[src/rtl/alu_seq_pkg.sv]
// alu_seq_pkg: shared state enum, ALU mode codes and command width for the ALU command sequencer
package alu_seq_pkg;
  typedef enum logic [1:0] {IDLE, WAIT, HOLD} state_t;
  localparam logic [2:0] MODE_ADD  = 3'd0;
  localparam logic [2:0] MODE_SUB  = 3'd1;
  localparam logic [2:0] MODE_MUL  = 3'd2;
  localparam logic [2:0] MODE_DIV  = 3'd3;
  localparam logic [2:0] MODE_AND  = 3'd4;
  localparam logic [2:0] MODE_OR   = 3'd5;
  localparam logic [2:0] MODE_NOR  = 3'd6;
  localparam logic [2:0] MODE_NAND = 3'd7;
  localparam int CMD_W = 19;
endpackage

[src/rtl/alu_seq_fifo.sv]
// alu_seq_fifo: synchronous power-of-two FIFO with registered count and async active-low reset
module alu_seq_fifo #(
  parameter int DEPTH = 4,
  parameter int W = 19
) (
  input  logic         clk,
  input  logic         rst_n,
  input  logic         push,
  input  logic         pop,
  input  logic [W-1:0] din,
  output logic [W-1:0] dout,
  output logic         full,
  output logic         empty
);
  localparam int AW = $clog2(DEPTH);
  localparam int CW = AW + 1;
  logic [W-1:0] mem [DEPTH];
  logic [AW-1:0] wr_ptr, rd_ptr;
  logic [CW-1:0] count;
  logic do_push, do_pop;
  assign full = count == CW'(DEPTH);
  assign empty = count == '0;
  assign do_push = push && !full;
  assign do_pop = pop && !empty;
  assign dout = mem[rd_ptr];
  always_ff @(posedge clk)
    if (do_push) mem[wr_ptr] <= din;
  always_ff @(posedge clk or negedge rst_n)
    if (!rst_n) begin
      wr_ptr <= '0;
      rd_ptr <= '0;
      count <= '0;
    end else begin
      wr_ptr <= wr_ptr + AW'(do_push);
      rd_ptr <= rd_ptr + AW'(do_pop);
      count <= count + CW'(do_push) - CW'(do_pop);
    end
endmodule

[src/rtl/alu_cmd_sequencer.sv]
// alu_cmd_sequencer: FIFO-buffered ALU command issuer with result handshake; WAIT timeout enabled by ALU_SEQ_TIMEOUT_EN
module alu_cmd_sequencer
  import alu_seq_pkg::*;
#(
  parameter int DEPTH = 4,
  parameter int MIN_WAIT = 2,
  parameter int TIMEOUT = 64
) (
  input  logic        clk,
  input  logic        rst_n,
  input  logic        in_valid,
  output logic        in_ready,
  input  logic [7:0]  in_a,
  input  logic [7:0]  in_b,
  input  logic [2:0]  in_mode,
  output logic [7:0]  alu_a,
  output logic [7:0]  alu_b,
  output logic [2:0]  alu_mode,
  input  logic [7:0]  alu_op1,
  input  logic [7:0]  alu_op2,
  input  logic [15:0] alu_op3,
  input  logic        alu_done,
  output logic        out_valid,
  input  logic        out_ready,
  output logic [7:0]  res_p1,
  output logic [7:0]  res_p2,
  output logic [15:0] res_p3,
  output logic [2:0]  res_mode,
  output logic        res_err,
  output logic        busy
);
  localparam int CW = $clog2(TIMEOUT + MIN_WAIT + 2);
  state_t state;
  logic [CW-1:0] cnt;
  logic [CMD_W-1:0] head;
  logic full, empty, qual, tmo, fin;
  assign in_ready = !full;
  assign busy = state != IDLE || !empty;
  assign qual = alu_done && (int'(cnt) + 1 >= MIN_WAIT);
  assign fin = state == WAIT && (qual || tmo);
  alu_seq_fifo #(.DEPTH(DEPTH), .W(CMD_W)) u_fifo (
    .clk(clk),
    .rst_n(rst_n),
    .push(in_valid && in_ready),
    .pop(state == IDLE),
    .din({in_mode, in_a, in_b}),
    .dout(head),
    .full(full),
    .empty(empty)
  );
`ifdef ALU_SEQ_TIMEOUT_EN
  assign tmo = !qual && cnt == CW'(TIMEOUT - 1);
  always_ff @(posedge clk or negedge rst_n)
    if (!rst_n) res_err <= 1'b0;
    else if (fin) res_err <= !qual;
`else
  assign tmo = 1'b0;
  assign res_err = 1'b0;
`endif
  always_ff @(posedge clk or negedge rst_n)
    if (!rst_n) begin
      state <= IDLE;
      cnt <= '0;
      alu_a <= '0;
      alu_b <= '0;
      alu_mode <= MODE_ADD;
      out_valid <= 1'b0;
      res_p1 <= '0;
      res_p2 <= '0;
      res_p3 <= '0;
      res_mode <= MODE_ADD;
    end else begin
      case (state)
        IDLE: if (!empty) begin
          {alu_mode, alu_a, alu_b} <= head;
          cnt <= '0;
          state <= WAIT;
        end
        WAIT: begin
          cnt <= &cnt ? cnt : cnt + CW'(1);
          if (fin) begin
            res_p1 <= qual ? alu_op1 : '0;
            res_p2 <= qual ? alu_op2 : '0;
            res_p3 <= qual ? alu_op3 : '0;
            res_mode <= alu_mode;
            out_valid <= 1'b1;
            state <= HOLD;
          end
        end
        HOLD: if (out_ready) begin
          out_valid <= 1'b0;
          state <= IDLE;
        end
        default: state <= IDLE;
      endcase
    end
endmodule

[config.mk]
export PLATFORM = sky130hd
export DESIGN_NAME = alu_cmd_sequencer
export DESIGN_NICKNAME = d
export VERILOG_FILES = /design/src/rtl/alu_seq_pkg.sv /design/src/rtl/alu_seq_fifo.sv /design/src/rtl/alu_cmd_sequencer.sv
export SDC_FILE = /design/constraint.sdc
export NUM_CORES = 1
export LEC_CHECK = 0
export ABC_CLOCK_PERIOD_IN_PS = 2900
export BUFFER_PORTS_ARGS = -buffer_cell sky130_fd_sc_hd__buf_2
export CAP_MARGIN = 25
export CORE_MARGIN = 2
export CORE_UTILIZATION = 57
export CTS_BUF_LIST = sky130_fd_sc_hd__clkbuf_2
export CTS_CLUSTER_DIAMETER = 120
export DETAILED_ROUTE_END_ITERATION = 10
export GPL_ROUTABILITY_DRIVEN = 0
export GPL_TIMING_DRIVEN = 0
export PLACE_DENSITY = 0.9
export SETUP_SLACK_MARGIN = 0.05
export SLEW_MARGIN = 40
export SYNTH_ARGS = -nofsm -noshare
export SYNTH_HDL_FRONTEND = slang
export SYNTH_SLANG_ARGS = --single-unit
[constraint.sdc]
create_clock -name clk -period 2.9 [get_ports clk]
set_input_delay 0.87 -clock clk [delete_from_list [all_inputs] [get_ports clk]]
set_output_delay 0.87 -clock clk [all_outputs]
set_load 0.05 [all_outputs]
==> results.tsv, run 1 <==
metric	value	unit
avgSynthCellArea	18.7	um2
io_pins	114	
timing.rr.end	u_fifo.count[2]	
r2r_start	u_fifo.count[0]	
grt_antenna_before_repair	0	
synthCells	310	
initial_utilization	58.9	%
synth_edf_count	76	
grt_pass1_vias	3291	
antenna_left	0	
met1Wirelength	4.27	mm
relSlewSlack	54.0	%
port_buffers	112	
r2r_cells	12	
slew_violations	0	
syn_to_final_growth	19.2	%
seq_area_frac_synth	70.1	%
wl_met3	717	um
critPathLaunchType	register	
ys_seq_elements	147	
critPathBufInv	5	
yosys_warnings	0	
critPathCaptureType	register	
final_util	70.2	%
startpoint	u_fifo.count[0]	
outcome	finished clean	
cp_max_fo	10	
post-route-period-util	90.3	%
worstPathArrival	3.25	ns
cts_root_buf	clkbuf_2	
crit_end	u_fifo.count[2]	
antenna_cells	0	
numCtsBuffers	17	
hp-class	in -> reg	
die_area	0.0110	mm2
p_per_area	1280	mW/mm2
htree_levels	4	
drc	0	
path_common_cell	inv_1	
crit_required	3.54	ns
power.total	8800	uW
rows	36	
drtIter0Drc	166	
whs	0.321	ns
grtUsageTotal	20.8	%
cpMaxStageDelayCell	dfrtp_1	
worstSetupPathDepth	12	
syn-num-nets	373	
wl_met2	5.35	mm
clockBufferDepth	2	
worstSetupPathType	reg -> reg	
finalSetupViolCount	0	
path_cells	nor3_1 -> nand2b_1 -> clkbuf_2 -> clkbuf_4 -> inv_1 -> ha_1 -> inv_1 -> ha_1 -> inv_1 -> fa_1 -> xnor2_1 -> xnor2_1	
cp_top_family	adder cells	
cts_setup_buffers	0	
ir_drop	0.728	mV
async_flop_share	48.3	%
dp.final_hpwl	7.57	mm
timing.final.crit_period	2.62	ns
routed_via_density	5.37	
clk_transition_reported_paths	0.26	ns
yosysUniqueCellTypes	32	
core	0.00982	mm2
nNetsFinal	510	
rrSetupSlack	0.28	ns
vias	3184	
dr.pass1.iters	4	
topRoutingLayerUsed	met4	
rsz0062_at_grt	no	
post_drt_wl_per_cell	17.8	um
synth_area	0.00579	mm2
ys.flop_type	edfxtp_1	
die_h	105	um
fin_skew	0.0421	ns
hold_viol	0	
insertion_delay	0.73	ns
grt-ovfl-total	0	
wl	10.5	mm
filler_cell_count	652	
p_leak	0.00297	uW
cpPeakStageDelay	0.46	ns
cap_violations	0	
cts_sinks	147	
cts_tree	built	
die_w	105	um
tightestPinTransition	0.690	ns
grt_max_degree	41	
drive_gt1_share	51.3	%
max_freq	382	MHz
grt_pass1_wl	17.0	mm
[cells in the mapped netlist (3+ instances only)]
master | instances | area share, %
inv_1 | 7 | 0.45
xor2_1 | 5 | 0.76
nor2_1 | 6 | 0.39
clkbuf_1 | 6 | 0.39
edfxtp_1 | 76 | 39
nand2_1 | 16 | 1.0
mux4_2 | 19 | 7.4
mux2_2 | 26 | 5.1
ha_1 | 6 | 1.3
dfrtp_1 | 71 | 31
mux2_4 | 28 | 7.3
nand3_1 | 3 | 0.26
xnor2_1 | 4 | 0.61
nand2b_1 | 3 | 0.32
o21ai_0 | 9 | 0.78
[area by class of cell]
| type | instances | area, um2 | area share [%] |
|---|---|---|---|
| clock inverters | 14 | 185 | 2.68 |
| well taps | 133 | 166 | 2.41 |
| flip-flops and latches | 147 | 4060 | 58.8 |
| multi-input cells | 142 | 1610 | 23.4 |
| clock buffers | 18 | 90.1 | 1.31 |
| inverters | 7 | 26.3 | 0.381 |
| plain buffers | 14 | 119 | 1.72 |
| repair buffers | 118 | 638 | 9.25 |
[per-layer routing]
metal / global-route usage (%) / up-vias
li1: - / 1443
met1: 25.1 / 1596
met2: 35.0 / 125
met3: 6.80 / 20
met4: 7.71 / 0
met5: 0 / -
[repair_timing]
item | 4_1_cts | 5_1_grt
gates resized for setup | 2 | 2
endpoints found under the setup margin | 2 | 1
hold buffers | 1 | 0
endpoints found under the hold margin | 23 | 0
[sequential cells by signal (all words and copies together) (netlist names)]
signal,flops
res_mode,3
cnt,7
u_fifo.wr_ptr,2
state,2
res_p2,8
alu_b,8
u_fifo.count,3
res_p3,16
res_p1,8
out_valid,1
alu_a,8
alu_mode,3
u_fifo.rd_ptr,2
u_fifo.mem,76
[worst min path at each step]
stage	startpoint	end	slack, ns	cells past startpoint
floorplan	u_fifo.rd_ptr[0]	u_fifo.rd_ptr[0]	0.46	1
global placement	u_fifo.rd_ptr[0]	u_fifo.rd_ptr[0]	0.48	1
detailed placement	res_p2[3]	res_p2[3]	0.49	1
CTS	in_a[3]	u_fifo.mem[2][11]	0.29	1
global route	in_a[7]	u_fifo.mem[3][15]	0.26	1
finish	in_a[7]	u_fifo.mem[0][15]	0.32	1
[stage by stage]
stage                     TNS, ns  cells  instance area (um2)  worst slack [ns]
after floorplan                 0    310                 5790             0.138
after global placement     -15.46    555                 6520            -0.751
after detailed placement   -0.126    560                 6610            -0.126
after CTS                       0    593                 6900            0.0870
after global routing            0    593                 6900            0.0529
final                           0    593                 6900             0.283
[layout by cell type (no fill, tap or decap), drive strengths merged]
cell	synthesis	routed
a22oi	1	1
a31o	1	1
a41o	1	1
and2	2	2
and3	2	2
buf	8	125
bufinv	0	2
clkbuf	6	24
clkinv	0	3
conb	1	1
dfrtp	71	71
dlygate4sd3	0	1
edfxtp	76	76
fa	1	1
ha	6	6
inv	7	16
mux2	54	54
mux4	19	19
nand2	16	16
nand2b	3	3
nand3	3	3
nor2	6	6
nor2b	1	1
nor3	2	2
nor3b	2	2
o2111a	1	1
o21ai	9	9
o31ai	2	2
xnor2	4	4
xor2	5	5
[report_power, final]
part | total (uW) | internal [uW] | switching, uW
Sequential | 3290 | 2930 | 364
Combinational | 4220 | 1620 | 2610
Clock | 1280 | 451 | 829
[logic make-up (layout without fill, tap and decap cells)]
family | count (synthesis) | count (layout) | share of synthesized area (%)
simple gates | 37 | 37 | 2.98
compound gates | 15 | 15 | 1.69
flops | 147 | 147 | 70.1
buf+inv | 21 | 171 | 2.42
xor+xnor | 9 | 9 | 1.36
fa+ha+maj | 7 | 7 | 1.64
other cells | 1 | 1 | 0.0648
mux | 73 | 73 | 19.7
[worst reg2reg max path: cells and delay by family, from the launching register on]
| kind | cells | cell delay (ns) |
|---|---|---|
| buf+inv | 5 | 0.63 |
| flops | 1 | 0.46 |
| simple gates | 2 | 0.35 |
| xor+xnor | 2 | 0.31 |
| fa+ha+maj | 3 | 0.79 |
No activity file was read; power rests on OpenSTA's default activity.
==> inputs of run 2 (changes only) <==
--- a/config.mk
+++ b/config.mk
@@ -15,7 +15,8 @@
 export DETAILED_ROUTE_END_ITERATION = 10
 export GPL_ROUTABILITY_DRIVEN = 0
 export GPL_TIMING_DRIVEN = 0
-export PLACE_DENSITY = 0.9
+export HOLD_SLACK_MARGIN = 0.02
+export PLACE_DENSITY = 0.82
 export SETUP_SLACK_MARGIN = 0.05
 export SLEW_MARGIN = 40
 export SYNTH_ARGS = -nofsm -noshare
==> run 2 against run 1 <==
Via count down 1.2%. First-iteration DRC count up 3.0%. Sequential share of layout area down 0.30 points. Routed wire length down 3.1%. Critical path depth down 1. Final cell count up 0.17%. Non-clock buffer count up 1. Maximum frequency up 3.7%. Critical path type unchanged.
==> results.tsv, run 2 (synthesis results as in run 1) <==
metric	value	unit	change
finalSetupViolCount	0		unchanged
die_area	0.0110	mm2	unchanged
worstPathArrival	3.11	ns	-0.14 ns
grt_pass1_wl	17.0	mm	-0.20%
syn_to_final_growth	19.8	%	
mostFrequentLayoutCells	buf_2, edfxtp_1, dfrtp_1		
port_buffers	112		unchanged
post_drt_wl_per_cell	17.2	um	-3.3%
drc	0		unchanged
timing.final.crit_period	2.52	ns	-0.0926 ns
filler_cell_count	662		+1.5%
htree_levels	4		unchanged
initial_utilization	58.9	%	unchanged
switching_share	43.6	%	+0.36 points
routed_via_density	5.30		-1.4%
grt_max_degree	38		-7.3%
drtIter0Drc	171		+3.0%
p_comb_share	48.3	%	+0.3 points
core	0.00982	mm2	unchanged
whs	0.381	ns	+0.0598 ns
antenna_left	0		unchanged
die_h	105	um	unchanged
outcome	finished clean		
p_leak	0.00298	uW	+0.33%
layout_commonest_cell	buf_2		
regArea	0.00406	mm2	unchanged
worstSetupPathType	reg -> reg		
vias	3146		-1.2%
path_cells	nor3_1 -> nand2b_2 -> clkbuf_4 -> inv_1 -> ha_1 -> inv_1 -> ha_1 -> inv_1 -> fa_1 -> xnor2_1 -> xnor2_1		
cpMaxStageDelayCell	dfrtp_1		
multi_input_area	0.00162	mm2	+0.15%
final_util	70.6	%	+0.36 points
cts_setup_buffers	0		unchanged
p_sw	3810	uW	+0.34%
ir_drop	0.694	mV	-4.7%
dr.pass1.iters	4		unchanged
grt_pass1_vias	3299		+0.24%
cts_sinks	147		unchanged
slew_violations	0		unchanged
numCtsBuffers	17		unchanged
insertion_delay	0.67	ns	-0.06 ns
intPower	4940	uW	-1.1%
largest_reg_flops	76		unchanged
tns	0	ns	unchanged
crit_required	3.49	ns	-0.05 ns
critPathLaunchType	register		
io_pins	114		unchanged
p_clk_share	14.1	%	-0.5 points
hp-class	in -> reg		
power.total	8750	uW	-0.50%
grt_antenna_before_repair	0		unchanged
cap_violations	0		unchanged
hold_viol	0		unchanged
path_common_cell	inv_1		
rows	36		unchanged
sequentialPowerShare	37.5	%	about the same
tightestPinTransition	0.701	ns	+0.0102 ns
clockBufferDepth	2		unchanged
max_freq	396	MHz	+3.7%
cts_root_buf	clkbuf_2		
rsz0062_at_grt	no		
grtUsageTotal	20.5	%	-0.28 points
cts_tree	built		
cp_max_fo	10		unchanged
wl	10.2	mm	-3.1%
critPathCaptureType	register		
antenna_cells	0		unchanged
fin_skew	0.0410	ns	-0.00105 ns
top_register	u_fifo.mem		
dp.final_hpwl	7.22	mm	-4.6%
cpPeakStageDelay	0.46	ns	about the same
drive_gt1_share	51.6	%	+0.32 points
die_w	105	um	unchanged
nNetsFinal	511		+0.20%
post-route-period-util	87.1	%	-3.2 points
p_per_area	1260	mW/mm2	-1.0%
reg.largest.list	u_fifo.mem x76, res_p3 x16		
clk_transition_reported_paths	0.28	ns	+0.02 ns
grt-ovfl-total	0		unchanged
relSlewSlack	53.3	%	-0.68 points
run 2: cell types whose count changed in the layout (fill, tap and decap cells not counted):
| cell | change |
|---|---|
| bufinv_16 | -1 |
| clkinv_8 | +5 |
| inv_6 | -1 |
| clkbuf_2 | -2 |
| buf_2 | +1 |
| inv_8 | -1 |
| nand2b_2 | +1 |
| nand2b_1 | -1 |
| clkinv_4 | -1 |
| buf_8 | +1 |
run 2: path summary, 6_finish.rpt:
kind / start / end / slack [ns] / cells after the start
setup / recovery: u_fifo.count[0] / u_fifo.count[2] / 0.38 / 11
hold / removal: in_b[7] / u_fifo.mem[2][7] / 0.38 / 1
setup reg to reg: u_fifo.count[0] / u_fifo.count[2] / 0.38 / 11
hold reg to reg: u_fifo.rd_ptr[0] / u_fifo.rd_ptr[0] / 0.52 / 1
max in group asynchronous: rst_n / res_p2[6] / 1.74 / 3
min in group asynchronous: rst_n / alu_mode[2] / 0.63 / 2
run 2: worst max-delay path: cells and delay by family, from the launching register on:
| kind | cells | cell delay, ns |
|---|---|---|
| xor gates and xnor gates | 2 | 0.30 |
| and+or+nand+nor | 2 | 0.46 |
| buffers and inverters | 4 | 0.44 |
| DFF | 1 | 0.46 |
| adders and majority gates | 3 | 0.79 |
run 2: per-layer routing:
metal	routed length (um)	up-vias	GRT usage (%)	share of wire, %
met5	0	-	0	0
met4	69	0	7.52	0.67
met3	628	6	5.12	6.1
met2	5180	117	33.3	51
met1	4340	1582	27.0	42
li1	-	1441	-	-
run 2: power by group through the flow:
| stage | combinational, uW | clock (uW) | sequential [uW] |
|---|---|---|---|
| finish | 4230 | 1240 | 3290 |
| global route | 4510 | 1370 | 3370 |
| CTS | 4290 | 1280 | 3290 |
| detailed placement | 4270 | 0 | 3340 |
| global placement | 4120 | 0 | 3280 |
| floorplan | 1910 | 0 | 4650 |
run 2: cell type report:
type,count,share of cell area [%]
buffer,13,1.64
clock buffer,17,1.23
clock inverter,15,3.00
inverter,7,0.379
multi-input combinational,142,23.3
sequential,147,58.5
tap,133,2.40
timing repair buffer,120,9.49
run 2: timing repair:
action / 4_1_cts / 5_1_grt
endpoints found under the setup margin: 2 / 2
hold buffers: 1 / 0
gates resized for setup: 1 / 3
pin swaps: 0 / 0
cloned: 0 / 0
endpoints found under the hold margin: 17 / 0
run 2: stage by stage:
| stage | instances | cell area, um2 | setup WS, ns |
|---|---|---|---|
| after floorplan | 310 | 5790 | 0.138 |
| after global placement | 555 | 6520 | -0.883 |
| after detailed placement | 562 | 6630 | -0.0885 |
| after CTS | 595 | 6930 | 0.0824 |
| after global routing | 594 | 6930 | 0.133 |
| final | 594 | 6930 | 0.375 |
==> inputs of run 3 (changes only) <==
--- a/config.mk
+++ b/config.mk
@@ -8,6 +8,7 @@
 export ABC_CLOCK_PERIOD_IN_PS = 2900
 export BUFFER_PORTS_ARGS = -buffer_cell sky130_fd_sc_hd__buf_2
 export CAP_MARGIN = 25
+export CORE_ASPECT_RATIO = 0.5
 export CORE_MARGIN = 2
 export CORE_UTILIZATION = 57
 export CTS_BUF_LIST = sky130_fd_sc_hd__clkbuf_2
==> constraint.sdc (replaced) <==
create_clock -name clk -period 2.9 [get_ports clk]
set_input_delay 0.435 -clock clk [delete_from_list [all_inputs] [get_ports clk]]
set_output_delay 0.435 -clock clk [all_outputs]
set_load 0.05 [all_outputs]
==> run 3 against run 2 <==
Via count up 5.7%. Sequential power about the same. Maximum frequency down 3.8%. Clock skew down 0.013 ns. First-iteration DRC count up 1.2%. Final cell count up 9.1%. Hold slack worse by 0.23 ns. Final area up 7.3%. Core utilization up 6.4 points. Critical path type unchanged. Largest cell class unchanged. Highest routed layer unchanged.
==> results.tsv, run 3 (synthesis results as in run 1) <==
metric	value	unit	change
antenna_left	0		unchanged
drc	0		unchanged
antenna_cells	0		unchanged
vias	3324		+5.7%
regArea	0.00406	mm2	unchanged
outcome	finished clean		
numCtsBuffers	17		unchanged
worstPathArrival	3.22	ns	+0.11 ns
initial_utilization	59.9	%	+0.94 points
die_w	147	um	+40%
htree_levels	4		unchanged
post-route-period-util	90.5	%	+3.4 points
routed_via_density	5.13		-3.1%
io_pins	114		unchanged
reg.largest.list	u_fifo.mem x76, res_p3 x16		
cts_sinks	147		unchanged
dr.pass1.iters	4		unchanged
p_per_area	1190	mW/mm2	-5.5%
mostFrequentLayoutCells	buf_2, edfxtp_1, dfrtp_1		
rsz0062_at_grt	no		
cts_root_buf	clkbuf_2		
cap_violations	0		unchanged
p_leak	0.00319	uW	+7.1%
tightestPinTransition	0.630	ns	-0.0707 ns
syn_to_final_growth	28.6	%	
largest_reg_flops	76		unchanged
post_drt_wl_per_cell	16.8	um	-2.2%
hold_viol	0		unchanged
grt_max_degree	54		+42%
whs	0.149	ns	-0.232 ns
slew_violations	0		unchanged
filler_cell_count	574		-13%
crit_required	3.49	ns	about the same
dp.final_hpwl	6.94	mm	-4.0%
grt_pass1_wl	16.7	mm	-1.3%
critPathCaptureType	register		
die_area	0.0110	mm2	+0.44%
worstSetupPathType	reg -> reg		
nNetsFinal	563		+10%
relSlewSlack	58.0	%	+4.7 points
finalSetupViolCount	0		unchanged
max_freq	381	MHz	-3.8%
grtUsageTotal	20.7	%	+0.20 points
drtIter0Drc	173		+1.2%
grt_pass1_vias	3349		+1.5%
cp_max_fo	10		unchanged
rows	25		-31%
die_h	75.3	um	-28%
grt_antenna_before_repair	0		unchanged
grt-ovfl-total	0		unchanged
tns	0	ns	unchanged
multi_input_area	0.00162	mm2	unchanged
clockBufferDepth	2		unchanged
hp-class	in -> async		
top_register	u_fifo.mem		
port_buffers	112		unchanged
fin_skew	0.0276	ns	-0.0134 ns
cts_tree	built		
core	0.00967	mm2	-1.6%
timing.final.crit_period	2.62	ns	+0.0987 ns
drive_gt1_share	46.2	%	-5.4 points
critPathLaunchType	register		
layout_commonest_cell	buf_2		
clk_transition_reported_paths	0.23	ns	-0.05 ns
ir_drop	0.493	mV	-29%
wl	10.9	mm	+6.7%
insertion_delay	0.67	ns	about the same
run 3: changes by cell type in the layout (fill, tap and decap cells not counted), sizes merged:
cell         previous run  this run
buf                   127       126
clkinv                  7         2
bufinv                  1         3
dlygate4sd3             1        54
inv                    14        15
clkinvlp                0         2
run 3: stage by stage:
step	std cells	util, %	total power, uW	instance area [um2]	setup slack [ns]
floorplan	310	-	6570	5790	0.138
global placement	557	67.5	7380	6520	-0.569
detailed placement	563	68.5	7580	6620	-0.199
CTS	647	76.9	8930	7430	0.150
global route	648	77.0	9310	7440	0.131
finish	648	77.0	8870	7440	0.277
run 3: what timing repair did:
action,4_1_cts,5_1_grt
resized for setup,2,1
buffers inserted,0,0
endpoints found under the hold margin,180,1
pin swaps,0,0
setup endpoints to repair,2,1
hold buffers,53,1
run 3: layer usage:
layer	wire [um]	up-vias	track usage (%)
li1	-	1537	-
met1	4770	1688	25.9
met2	5570	83	36.3
met3	428	16	5.21
met4	142	0	7.87
met5	0	-	0
run 3: critical path, stage by stage (launching register included):
cell and delay, ns:
dfrtp_1 0.45, nor3_1 0.23, nand2b_2 0.26, clkbuf_4 0.27
inv_1 0.09, ha_1 0.29, inv_1 0.06, ha_1 0.13
inv_1 0.05, fa_1 0.38, xnor2_1 0.20, xnor2_1 0.14
run 3: worst paths after layout:
path / startpoint / to / slack (ns) / cells after the start
max: u_fifo.count[0] / u_fifo.count[2] / 0.28 / 11
min reg2reg: alu_a[1] / alu_a[1] / 0.53 / 1
min in group clk: in_valid / u_fifo.count[0] / 0.27 / 4
max reg2reg: u_fifo.count[0] / u_fifo.count[2] / 0.28 / 11
max in group asynchronous: rst_n / res_p3[10] / 2.23 / 3
min: rst_n / alu_b[1] / 0.15 / 2
run 3: layout make-up:
class	instances	area share (%)
clock inverters	15	2.61
flip-flops and latches	147	54.5
well taps	135	2.27
plain buffers	13	1.53
inverters	7	0.353
clock buffers	17	1.14
multi-input cells	142	21.7
repair buffers	172	15.8
run 3: power breakdown:
part	switching [uW]	internal, uW	leakage, uW
sequential	358	2930	0.00154
combinational	2630	1660	0.00148
clock	794	510	0.000161
